### config.mk
export PLATFORM = sky130hd
export DESIGN_NAME = trace_monitor
export DESIGN_NICKNAME = d
export VERILOG_FILES = /design/src/rtl/trace_monitor.sv
export SDC_FILE = /design/constraint.sdc
export NUM_CORES = 1
export LEC_CHECK = 0
export CORE_MARGIN = 4
export CORE_UTILIZATION = 55
export CTS_CLUSTER_DIAMETER = 30
export CTS_CLUSTER_SIZE = 10
export DETAILED_ROUTE_END_ITERATION = 10
export PLACE_DENSITY = 0.75
export SLEW_MARGIN = 20
export SYNTH_ARGS = -nofsm -noshare
export SYNTH_HDL_FRONTEND = slang
export SYNTH_SLANG_ARGS = --single-unit
### constraint.sdc
create_clock -name clk -period 7.2 [get_ports clk]
set_clock_uncertainty 0.15 [all_clocks]
set_input_delay 1.8 -clock clk [delete_from_list [all_inputs] [get_ports clk]]
set_output_delay 1.8 -clock clk [all_outputs]
set_load 0.02 [all_outputs]
### src/rtl/trace_monitor.sv
// Change-trace recorder: snapshots NCH channels plus out_data, queues timestamped change records.
// Show-ahead FIFO (record visible after push edge); push to full FIFO without a pop is dropped.
module trace_monitor #(
   parameter int WIDTH = 8,
   parameter int NCH   = 5,
   parameter int DEPTH = 16,
   parameter int TICKW = 16
) (
   input  logic                       clk,
   input  logic                       rst_n,
   input  logic                       run,
   input  logic                       clear,
   input  logic                       mode_all,
   input  logic [TICKW-1:0]           step_limit,
   input  logic [NCH*WIDTH-1:0]       ch_data,
   input  logic [WIDTH-1:0]           out_data,
   output logic                       rd_valid,
   input  logic                       rd_ready,
   output logic [TICKW-1:0]           rd_tick,
   output logic [NCH:0]               rd_mask,
   output logic [(NCH+1)*WIDTH-1:0]   rd_data,
   output logic                       done,
   output logic                       overflow,
   output logic [7:0]                 drop_count
);

   localparam int AW = $clog2(DEPTH);
   localparam int DW = (NCH + 1) * WIDTH;
   localparam int RW = TICKW + NCH + 1 + DW;

   typedef enum logic [1:0] {IDLE, RUN, DONE} state_t;

   state_t           state, state_nxt;
   logic [TICKW-1:0] tick, tick_inc;
   logic [DW-1:0]    snap, cur;
   logic             snap_vld;
   logic [NCH:0]     mask;
   logic [RW-1:0]    mem [DEPTH];
   logic [RW-1:0]    last_rec, head_rec, new_rec;
   logic [AW:0]      wr_ptr, rd_ptr;
   logic             capture, push_req, push, pop, drop, full, empty;

   assign cur      = {out_data, ch_data};
   assign tick_inc = tick + TICKW'(1);
   assign empty    = (wr_ptr == rd_ptr);
   assign full     = (wr_ptr[AW] != rd_ptr[AW]) && (wr_ptr[AW-1:0] == rd_ptr[AW-1:0]);
   assign head_rec = mem[rd_ptr[AW-1:0]];
   assign new_rec  = {tick, mask, cur};

   always_comb begin
      mask = '0;
      for (int k = 0; k <= NCH; k++) begin
         mask[k] = !snap_vld || (cur[k*WIDTH +: WIDTH] != snap[k*WIDTH +: WIDTH]);
      end
   end

   always_comb begin
      state_nxt = state;
      capture   = 1'b0;
      if (clear) begin
         state_nxt = IDLE;
      end else begin
         case (state)
            IDLE: if (run) state_nxt = RUN;
            RUN: begin
               if (!run) begin
                  state_nxt = IDLE;
               end else begin
                  capture = 1'b1;
                  if (step_limit != '0 && tick_inc == step_limit) state_nxt = DONE;
               end
            end
            DONE:    state_nxt = DONE;
            default: state_nxt = IDLE;
         endcase
      end
   end

   // A pop frees a slot in the same edge, so a full FIFO still accepts a push then.
   assign push_req = capture && (mode_all || mask != '0);
   assign pop      = rd_valid && rd_ready && !clear;
   assign push     = push_req && (!full || pop);
   assign drop     = push_req && full && !pop;

   always_ff @(posedge clk or negedge rst_n) begin
      if (!rst_n) begin
         state      <= IDLE;
         tick       <= '0;
         snap       <= '0;
         snap_vld   <= 1'b0;
         wr_ptr     <= '0;
         rd_ptr     <= '0;
         last_rec   <= '0;
         overflow   <= 1'b0;
         drop_count <= '0;
      end else begin
         state <= state_nxt;
         if (clear) begin
            tick       <= '0;
            snap_vld   <= 1'b0;
            wr_ptr     <= '0;
            rd_ptr     <= '0;
            overflow   <= 1'b0;
            drop_count <= '0;
         end else begin
            if (capture) begin
               tick     <= tick_inc;
               snap     <= cur;
               snap_vld <= 1'b1;
            end
            if (push) wr_ptr <= wr_ptr + (AW+1)'(1);
            if (pop) begin
               rd_ptr   <= rd_ptr + (AW+1)'(1);
               last_rec <= head_rec;
            end
            if (drop) begin
               overflow <= 1'b1;
               if (drop_count != 8'hFF) drop_count <= drop_count + 8'd1;
            end
         end
      end
   end

   always_ff @(posedge clk) begin
      if (push) mem[wr_ptr[AW-1:0]] <= new_rec;
   end

   // With the FIFO empty the outputs keep showing the most recently consumed record.
   assign rd_valid = !empty;
   assign {rd_tick, rd_mask, rd_data} = empty ? last_rec : head_rec;
   assign done = (state == DONE);

endmodule

==> run metrics <==
status finished clean; Nets between 2k and 3k; later-pin clock latency in the skew report around 810 ps; post-CTS sizing 0; die width ~310 um; CP delay by family, top simple AND/OR/NAND/NOR gates; slowest CP cell dfrtp_4; largest cells by area after synthesis edfxtp_1, mux4_2, dfrtp_1; clock-pin slew on the worst setup and hold paths around 50 ps; Static Leakage roughly 21 nW; Vert. Die Dim between 300 and 400 um; gpl congestion 0.8265; Buf/Inv on CP 2; first-pass GRT wire length 187500 um; Sw Share 0.2322; Tmin final between 6000 and 7000 ps; FMAX ~150 MHz; Post CTS Setup Buffer Count 0; register bit count reported by yosys about 1.3k; pin count of the biggest net entering global routing about 160; Top FF cell, synth edfxtp_1; Post-synth EDFFs roughly 1.1k; CP endpoint kind primary output; peak fanout along the critical path 41; Sw Pwr around 5 mW; Routed Wire Length 125900 um; top cell type's share of synthesized area 0.6565; synth warn 0; multi-input logic area 12940 um^2; Syn Nets between 2k and 2.5k; Rows ~110; Avg Cell Area, Syn about 21 um^2; Cell variety after synth 56; initial core utilization 0.5563; # port buffers 150; num ports 151; post-synth top area cell edfxtp_1; Hold Crit Class flop to flop; Slew @ Worst Pin between 1000 and 1500 ps; worst rel slew slack 0.2455; Crit Path Class flop to primary output; fillers between 5k and 6k; Peak supply drop approximately 0.23 mV; Async SR Flop Fraction 0.1223; CTS tree yes; drt pass-1 iters 6; vias in the first global route between 20k and 30k; Vias/cell approximately 6.3; cell count after synthesis roughly 2.4k; H-tree depth 4; initial antenna violation count 5; GRT overflow 0; Pint 16.55 mW; Global Route Usage Sum 0.2604; antenna-violating nets left 0; die footprint 98090 um^2; # hold bufs at CTS 0; Worst path max stage delay 980 ps; worst-path cell chain xor2_1 > nor4_1 > nand2_4 > buf_4 > mux2_4 > clkdlybuf4s50_1; DR iter-0 viols approximately 3.3k; Reg area roughly 38000 um^2; HPWL Detailed between 60000 and 70000 um; total negative slack 0 ps; per-cell routed wire length between 30 and 40 um; CP Launch Type flop; Clk pwr share 0.497; Slew Viols, Final 0; register area share after synthesis 0.7327; Synth Cell Area 51230 um^2; RSZ-0062 raised after global routing false; Setup violations, final 0; Clock Sinks between 1k and 1.5k; Critical Path RT about 5300 ps; combinational fraction of design power 0.110; Core Area 92080 um^2; Util after Layout 0.6737; period utilization 0.9317; deepest clock path buffer count 3; Critical Path AT about 4800 ps; DR vias about 26k; Layout area overhead 21.10%; DRC 0; Sequential Power Share 0.392; max cap viols 0; share of cells above drive strength 1 0.3364; Pwr Density 347.5 nW/um^2; CTS Root Buffer Type clkbuf_16; total CTS buffers about 220; Fin. Hold Viols 0
[registers in the layout, summed over array words and instances, names as in the netlist]
signal,count
snap,48
mem,1120
state,2
snap_vld,1
last_rec,70
wr_ptr,5
tick,16
rd_ptr,5
drop_count,8
overflow,1
[cells by family after synthesis]
group,synth area share
XOR/XNOR,0.01522
flip-flops,0.7327
AO/OA/AOI/OAI,0.004372
multiplexers,0.1966
adder cells (fa/ha/maj),0.001710
AND/OR/NAND/NOR,0.03278
buffers and inverters,0.01663
[power groups by stage]
stage          Sequential [mW]  Combinational [mW]  Clock (mW)
2_1_floorplan             8.54                1.63           0
3_3_place_gp              8.57                2.35           0
3_5_place_dp              8.58                2.38           0
4_1_cts                   8.46                2.42        10.8
5_1_grt                   8.48                2.52        11.2
6_report                  8.46                2.38        10.7
[cell usage after synthesis, types with 14 or more instances]
library cell,count
xor2_1,25
nor4_1,14
mux2_4,140
nand3_1,20
edfxtp_1,1120
buf_1,19
and3_1,15
nor2_1,33
nand2_1,185
mux4_2,350
nand4_1,23
buf_6,23
nor3_1,21
xnor2_1,64
dfrtp_1,156
clkbuf_1,49
[through the flow]
step | setup slack, ps | cell area [um^2] | total power [mW] | instances | hold slack [ps]
floorplan | 1191 | 51230 | 10.16 | 2393 | 315.5
global placement | 1188 | 54290 | 10.92 | 3745 | 328.9
detailed placement | 997.3 | 54290 | 10.97 | 3745 | 334.0
CTS | 395.2 | 62030 | 21.67 | 4156 | 346.6
global route | 269.1 | 62030 | 22.20 | 4157 | 363.7
finish | 491.7 | 62040 | 21.56 | 4159 | 345.9
[final cells by class]
class	instances	share of cell area
flip-flops and latches	1276	0.6053
multi-input cells	986	0.2086
clock buffers	253	0.09247
repair buffers	230	0.03556
clock inverters	158	0.03229
well taps	1243	0.02507
inverters	10	0.0006050
diodes	3	0.0001210
[worst paths after layout]
check                      startpoint          end  slack (ps)  cells past startpoint
min reg2reg                  snap[13]     snap[13]         350                      2
min                          snap[13]     snap[13]         350                      2
max                         rd_ptr[2]   rd_mask[5]         490                      6
max in group asynchronous       rst_n    rd_ptr[3]        4500                      2
min in group asynchronous       rst_n  last_rec[9]         930                      1
max reg2reg                 rd_ptr[2]   mem[5][51]        2390                      7
[layout by cell type, fill, tap and decap left out, drive strengths merged, types with 4 or more instances in the layout]
cell           instances
edfxtp              1120
mux4                 350
clkbuf               254
nand2                185
dfrtp                156
clkdlybuf4s50        149
mux2                 144
buf                   80
clkinv                77
xnor2                 64
nor2                  35
bufinv                33
inv                   33
xor2                  25
clkinvlp              25
nand4                 24
nand3                 21
nor3                  21
and3                  15
nor4                  14
a21oi                 11
o21ai                 11
or3                   10
nor2b                  9
ha                     7
and2                   6
mux2i                  4
nor3b                  4
[layer usage]
layer  global-route usage  up-vias  share of wire  wire, um
li1                     -    10520              -         -
met1               0.3416    13790           0.37     46060
met2               0.4394     1508           0.52     65050
met3              0.06122      260          0.092     11620
met4              0.07894        4          0.025      3162
met5                    0        -        0.00021        27
[worst reg2reg max path, stage by stage (launching register included)]
cell and delay [ps]:
dfrtp_4 980, xor2_1 210, nor4_1 130, nand2_1 350, nand2_1 270, nor2_1 790
and3_4 1120, buf_4 460
Power figures use the tool's default switching activity.
